**src/rtl/nos_frame_if.sv**
```systemverilog
// Parallel PCM frame handshake between the I2S deserializer and the NOS serializer.
// The producer holds in_data/in_valid; a frame transfers on a clk edge with in_valid && in_ready.
interface nos_frame_if #(
  parameter int unsigned CHANNELS = 2,
  parameter int unsigned IN_WIDTH = 32
);
  logic [CHANNELS*IN_WIDTH-1:0] in_data;
  logic                         in_valid;
  logic                         in_ready;

  modport master (
    output in_data,
    output in_valid,
    input  in_ready
  );

  modport slave (
    input  in_data,
    input  in_valid,
    output in_ready
  );
endinterface

```
**src/rtl/nos_multi_serializer.sv**
```systemverilog
// NOS DAC output serializer: frame FIFO feeding CHANNELS MSB-first data lines
// with a shared bit clock and a latch-enable strobe after each frame.
module nos_multi_serializer #(
  parameter int unsigned CHANNELS     = 2,
  parameter int unsigned IN_WIDTH     = 32,
  parameter int unsigned MAX_OUT_BITS = 24,
  parameter int unsigned FIFO_DEPTH   = 4,
  parameter int unsigned BCK_DIV      = 2,
  localparam int unsigned LenW        = $clog2(MAX_OUT_BITS + 1),
  localparam int unsigned LvlW        = $clog2(FIFO_DEPTH + 1)
) (
  input  logic                clk,
  input  logic                resetn,
  nos_frame_if.slave          frame,
  input  logic [LenW-1:0]     out_bits,
  input  logic                bck_cont,
  input  logic                enable,
  output logic                bck,
  output logic [CHANNELS-1:0] data,
  output logic                le,
  output logic                underrun,
  output logic [LvlW-1:0]     fifo_level
);

  localparam int unsigned FrameW = CHANNELS * IN_WIDTH;
  localparam int unsigned PtrW   = $clog2(FIFO_DEPTH);
  localparam int unsigned CntW   = (BCK_DIV > 1) ? $clog2(BCK_DIV) : 1;
  localparam int unsigned LatW   = $clog2(2 * BCK_DIV);

  typedef enum logic [1:0] {StIdle, StLoad, StShift, StLatch} state_e;

  state_e                state_q, state_d;
  logic [CntW-1:0]       cnt_q, cnt_d;
  logic                  bck_q, bck_d;
  logic [LenW-1:0]       len_q, len_d;
  logic [LenW-1:0]       bit_q, bit_d;
  logic [LatW-1:0]       lat_q, lat_d;
  logic                  le_q, le_d;
  logic                  und_q, und_d;
  logic [CHANNELS-1:0]   data_q, data_d;
  logic [IN_WIDTH-1:0]   sreg_q [CHANNELS];
  logic [IN_WIDTH-1:0]   sreg_d [CHANNELS];

  logic [FrameW-1:0]     mem_q [FIFO_DEPTH];
  logic [PtrW-1:0]       wr_q, wr_d, rd_q, rd_d;
  logic [LvlW-1:0]       lvl_q, lvl_d;
  logic                  rdy_q, rdy_d;

  logic                  push, pop, empty, run, wrap, fall;
  logic [FrameW-1:0]     head;
  logic [IN_WIDTH-1:0]   word;

  assign push  = frame.in_valid & rdy_q;
  assign empty = (lvl_q == '0);
  assign head  = mem_q[rd_q];

  // Phase counter runs in SHIFT always; in IDLE/LATCH only in continuous mode.
  // LOAD keeps running while bck is high so a pending fall is never cut short.
  always_comb begin
    unique case (state_q)
      StShift: run = 1'b1;
      StLoad:  run = bck_cont | bck_q;
      default: run = bck_cont;
    endcase
    wrap = (cnt_q == CntW'(BCK_DIV - 1));
    fall = run & wrap & bck_q;
  end

  always_comb begin
    state_d = state_q;
    cnt_d   = cnt_q;
    bck_d   = bck_q;
    len_d   = len_q;
    bit_d   = bit_q;
    lat_d   = lat_q;
    le_d    = le_q;
    und_d   = 1'b0;
    data_d  = data_q;
    sreg_d  = sreg_q;
    pop     = 1'b0;
    word    = '0;

    if (run) begin
      cnt_d = wrap ? '0 : cnt_q + CntW'(1);
      bck_d = wrap ? ~bck_q : bck_q;
    end else begin
      cnt_d = '0;
      bck_d = 1'b0;
    end

    unique case (state_q)
      StIdle: begin
        data_d = '0;
        le_d   = 1'b0;
        if (!empty && enable) state_d = StLoad;
      end
      // The pop always lands on a bck fall (cont) or with bck parked low (stop),
      // so the phase counter restarts from zero either way.
      StLoad: begin
        if (fall || (!bck_q && !bck_cont)) begin
          pop   = 1'b1;
          bit_d = '0;
          if (out_bits == '0 || out_bits > LenW'(MAX_OUT_BITS)) len_d = LenW'(MAX_OUT_BITS);
          else                                                  len_d = out_bits;
          for (int unsigned k = 0; k < CHANNELS; k++) begin
            word      = head[k*IN_WIDTH +: IN_WIDTH];
            data_d[k] = word[IN_WIDTH-1];
            sreg_d[k] = {word[IN_WIDTH-2:0], 1'b0};
          end
          state_d = StShift;
        end
      end
      StShift: begin
        if (fall) begin
          if (bit_q == len_q - LenW'(1)) begin
            data_d  = '0;
            le_d    = 1'b1;
            lat_d   = '0;
            state_d = StLatch;
          end else begin
            bit_d = bit_q + LenW'(1);
            for (int unsigned k = 0; k < CHANNELS; k++) begin
              data_d[k] = sreg_q[k][IN_WIDTH-1];
              sreg_d[k] = {sreg_q[k][IN_WIDTH-2:0], 1'b0};
            end
          end
        end
      end
      StLatch: begin
        if (lat_q == LatW'(2 * BCK_DIV - 1)) begin
          le_d = 1'b0;
          if (!empty && enable) begin
            state_d = StLoad;
          end else begin
            state_d = StIdle;
            und_d   = enable & empty;
          end
        end else begin
          lat_d = lat_q + LatW'(1);
        end
      end
      default: state_d = StIdle;
    endcase
  end

  always_comb begin
    wr_d = push ? wr_q + PtrW'(1) : wr_q;
    rd_d = pop  ? rd_q + PtrW'(1) : rd_q;
    unique case ({push, pop})
      2'b10:   lvl_d = lvl_q + LvlW'(1);
      2'b01:   lvl_d = lvl_q - LvlW'(1);
      default: lvl_d = lvl_q;
    endcase
    rdy_d = (lvl_d != LvlW'(FIFO_DEPTH));
  end

  always_ff @(posedge clk or negedge resetn) begin
    if (!resetn) begin
      state_q <= StIdle;
      cnt_q   <= '0;
      bck_q   <= 1'b0;
      len_q   <= '0;
      bit_q   <= '0;
      lat_q   <= '0;
      le_q    <= 1'b0;
      und_q   <= 1'b0;
      data_q  <= '0;
      for (int unsigned k = 0; k < CHANNELS; k++) sreg_q[k] <= '0;
      wr_q    <= '0;
      rd_q    <= '0;
      lvl_q   <= '0;
      rdy_q   <= 1'b0;
    end else begin
      state_q <= state_d;
      cnt_q   <= cnt_d;
      bck_q   <= bck_d;
      len_q   <= len_d;
      bit_q   <= bit_d;
      lat_q   <= lat_d;
      le_q    <= le_d;
      und_q   <= und_d;
      data_q  <= data_d;
      sreg_q  <= sreg_d;
      wr_q    <= wr_d;
      rd_q    <= rd_d;
      lvl_q   <= lvl_d;
      rdy_q   <= rdy_d;
    end
  end

  // Storage needs no reset: the pointers define which entries are valid.
  always_ff @(posedge clk) begin
    if (push) mem_q[wr_q] <= frame.in_data;
  end

  assign frame.in_ready = rdy_q;
  assign bck            = bck_q;
  assign data           = data_q;
  assign le             = le_q;
  assign underrun       = und_q;
  assign fifo_level     = lvl_q;

endmodule

```
**src/flat_wrapper.sv**
```systemverilog
// flat-port wrapper written by rule: the top's interface ports become plain ports
module nos_multi_serializer_flat 
#(
  parameter int unsigned CHANNELS     = 2,
  parameter int unsigned IN_WIDTH     = 32,
  parameter int unsigned MAX_OUT_BITS = 24,
  parameter int unsigned FIFO_DEPTH   = 4,
  parameter int unsigned BCK_DIV      = 2,
  localparam int unsigned LenW        = $clog2(MAX_OUT_BITS + 1),
  localparam int unsigned LvlW        = $clog2(FIFO_DEPTH + 1)
)
  (clk, resetn, out_bits, bck_cont, enable, bck, data, le, underrun, fifo_level, frame_in_data, frame_in_valid, frame_in_ready);
  nos_frame_if #(.CHANNELS(CHANNELS), .IN_WIDTH(IN_WIDTH)) frame_i ();
  input  logic clk;
  input  logic resetn;
  input  logic [LenW-1:0] out_bits;
  input  logic bck_cont;
  input  logic enable;
  output logic bck;
  output logic [CHANNELS-1:0] data;
  output logic le;
  output logic underrun;
  output logic [LvlW-1:0] fifo_level;
  input wire logic [$bits(frame_i.in_data)-1:0] frame_in_data;
  input wire logic [$bits(frame_i.in_valid)-1:0] frame_in_valid;
  output wire logic [$bits(frame_i.in_ready)-1:0] frame_in_ready;
  assign frame_i.in_data = frame_in_data;
  assign frame_i.in_valid = frame_in_valid;
  assign frame_in_ready = frame_i.in_ready;
  nos_multi_serializer #(.CHANNELS(CHANNELS), .IN_WIDTH(IN_WIDTH), .MAX_OUT_BITS(MAX_OUT_BITS), .FIFO_DEPTH(FIFO_DEPTH), .BCK_DIV(BCK_DIV)) u_core (.clk(clk), .resetn(resetn), .frame(frame_i), .out_bits(out_bits), .bck_cont(bck_cont), .enable(enable), .bck(bck), .data(data), .le(le), .underrun(underrun), .fifo_level(fifo_level));
endmodule
```
**config.mk**
```make
export PLATFORM = sky130hd
export DESIGN_NAME = nos_multi_serializer_flat
export DESIGN_NICKNAME = d
export VERILOG_FILES = /design/src/rtl/nos_frame_if.sv /design/src/rtl/nos_multi_serializer.sv /design/src/flat_wrapper.sv
export SDC_FILE = /design/constraint.sdc
export NUM_CORES = 1
export LEC_CHECK = 0
export ABC_AREA = 1
export CAP_MARGIN = 25
export CORE_ASPECT_RATIO = 1.1
export CORE_UTILIZATION = 64
export DETAILED_ROUTE_END_ITERATION = 6
export PLACE_DENSITY = 0.85
export SYNTH_ARGS = -nofsm -noshare
export SYNTH_HDL_FRONTEND = slang
export SYNTH_SLANG_ARGS = --single-unit
```
**constraint.sdc**
```tcl
create_clock -name clk -period 8.5 [get_ports clk]
set_input_delay 2.55 -clock clk [delete_from_list [all_inputs] [get_ports clk]]
set_output_delay 2.55 -clock clk [all_outputs]
set_load 0.05 [all_outputs]
```
==> out/metrics.yaml <==
status:
  status: "finished, violations left"
  failed_checks: "design-rule violations"
hold_path:
  hp-start: "u_core.sreg_q[19]"
  hp-class: "reg2reg"
floorplan:
  coreArea_um2: 22100
  start_util: 0.654
  die_w_um: 145
  fp.dieArea_um2: 23200
  io_pins: 83
  die_y_um: 160
  num_rows: 57
cells_and_area:
  nets: 1471
  diodes: 0
  drive_gt1_frac: 0.0576
  area_growth_pct: 14.4
  fillCellCount: 1374
  fin_cells: 1702
timing:
  timing.final.hold_violations: 0
  fmax_mhz: 197
  fin_skew_ps: 23.9
  layout_setup_ws_ps: 3430
  fin_setup_tns_ps: 0
  final.min_clock_period_ps: 5070
  setup_violations: 0
  relSlewSlack: 0.290
  rsz0062_at_grt: "false"
  worst_pin_slew_ps: 1070
  drv_slew: 0
  period_share: 0.596
setup_path:
  required_ps: 8890
  startpoint: "bck_cont"
  crit_path_max_fanout: 66
  r2r-start: "u_core.state_q[0]"
  critical_path_class: "in2reg"
  end_kind: "register"
  startpoint_type: "input port"
  critPathArrivalTime_ps: 5460
synth:
  synth_area_leaders: "edfxtp_1 53%, dfrtp_1 16%, nand2_1 13%"
  ys_warn_count: 0
  synth_top_family_by_area: "simple AND/OR/NAND/NOR gates"
  seq_area_frac_synth: 0.688
  syn_inst: 1328
  post_synth_fa_ha_maj_area_fraction: 0.0135
  ys_seq_elements: 346
  syn_area_um2: 14400
  avgSynthCellArea_um2: 10.9
  synth_xor_area_frac: 0.00424
  synth_top_area_share: 0.532
  synth_mux_area_frac: 0
  synth_cell_types: 31
  synth_largest_area_cell: "edfxtp_1"
  synth_fp_nets: 1417
  synth_compound_area_frac: 0.0828
  yosys.area_share.simple: 0.176
power_and_ir_drop:
  power_leakage_nw: 6.63
  p_per_area_nw_per_um2: 379
  power_mw: 6.26
  vdd_ir_drop_max_uv: 242
place:
  dp_slack_ps: 3020
  dpl.cell_count: 1639
  place.gp.congestion: 0.843
  dpl.hpwl_um: 16900
  io_buffer_count: 82
cts:
  cts_setup_buffers: 0
  clk_latency_ps: 520
  post_cts_resized: 0
  cts_tree: "yes"
  root_buffer: "clkbuf_16"
  numCtsBuffers: 35
  clk_path_buf_depth: 3
  cts.htree.levels: 2
  clk_pin_slew_ps: 60
  hold_buffers: 0
  clkSinkCount: 346
route:
  drcViolationCount: 1
  routed_wl_um: 32200
  vias_per_cell: 5.98
  firstDrtPassIters: 7
  vias: 10181
  ant_nets: 0
  drt_iter0_drc: 1020
  post_drt_wl_per_cell_um: 18.9
job:
  cap_violations: 0
global_route:
  antenna_found_initial: 0
  gr-max-usage-layer: "met2"
  grt_pass1_wl_um: 51600
  grt_use_met3: 0.0390
  use_met2: 0.493
  grt-ovfl-total: 0
  grt_pass1_vias: 10516
  grt_max_degree: 99
  grtUsageMet1: 0.354
  track_usage: 0.284
## cell type report
cell class                      count  area, um2  share of cell area
Clock buffer                       54       1020              0.0617
Inverter                           39        148             0.00893
Sequential cell                   346       9940               0.602
Clock inverter                      8       68.8             0.00416
Tap cell                          295        369              0.0223
Multi-Input combinational cell    865       4040               0.245
Timing Repair Buffer               95        936              0.0566
## path summary, 6_finish.rpt
path                       cells after the start                end  slack (ps)
hold reg to reg                                2  u_core.sreg_q[19]         470
max in group asynchronous                      2     u_core.rd_q[0]        5240
setup / recovery                              10  u_core.sreg_q[37]        3430
min in group asynchronous                      1  u_core.sreg_q[43]        1960
setup reg to reg                              11  u_core.sreg_q[37]        4780
hold / removal                                 2  u_core.sreg_q[19]         470
## through the flow
step / util / cell area [um2] / hold WS [ps]
final: 0.748 / 16500 / 473
after global routing: 0.748 / 16500 / 485
after CTS: 0.746 / 16500 / 475
after detailed placement: 0.697 / 15400 / 460
after global placement: 0.697 / 15400 / 455
after floorplan: - / 14400 / 442
## per-layer routing
layer / routed length (um) / vias to the layer above
met3: 2200 / 101
met5: 0 / -
met1: 12500 / 4921
met4: 1100 / 0
met2: 16400 / 496
li1: - / 4663
## registers in the layout (all words and copies together) (netlist names), 3 cells and up
register / flops
u_core.bit_q: 5
u_core.fifo_level: 3
u_core.sreg_q: 62
u_core.mem_q: 256
u_core.len_q: 5
## report_power, final
part           leakage, nW  switching (mW)  internal (mW)  total, mW
combinational         2.62            1.60          0.701       2.30
clock                0.533           0.616          0.859       1.47
sequential            3.47           0.208           2.27       2.48
## synthesized netlist by cell type
cell	n
a21oi_1	124
a31oi_1	3
buf_1	8
buf_2	25
buf_4	4
buf_6	4
clkbuf_1	37
clkinv_1	1
dfrtp_1	90
edfxtp_1	256
fa_1	1
ha_1	14
inv_1	32
inv_2	6
nand2_1	507
nand2_2	3
nand2_4	1
nand3_1	84
nand3b_1	1
nand4_1	7
nand4_2	1
nor2_1	30
nor3_1	1
o21ai_0	11
o21ai_1	6
o21ai_2	1
o22ai_1	2
o31ai_1	60
or2_1	1
xnor2_1	1
xor2_1	6
## kinds of logic (layout without fill, tap and decap cells)
logic type               Yosys count  count (layout)
AND/OR/NAND/NOR                  636             636
flip-flops                       346             346
AO/OA/AOI/OAI                    207             207
buffers and inverters            117             196
adder cells (fa/ha/maj)           15              15
XOR/XNOR                           7               7
## worst max-delay path: stages
cell             delay, ps
clkdlybuf4s50_1        490
o21ai_1                 90
nand2_2                150
nand4_2                190
o21ai_4                180
buf_4                  650
nand2_2                440
buf_4                  460
nand2_1                150
nand2_1                 60
## layout by cell type (no fill, tap or decap), types with 4 or more instances in the layout
master,instances
nand2_1,507
inv_1,30
clkinv_2,5
dfrtp_1,88
clkbuf_16,37
nand3_1,84
buf_4,13
ha_1,13
clkdlybuf4s50_1,81
clkbuf_1,14
nor2_1,26
nand4_1,7
o31ai_1,60
o21ai_0,11
nor2_4,4
xor2_1,6
a21oi_1,124
o21ai_1,6
inv_2,7
edfxtp_1,256
(Power assumes the default switching activity.)
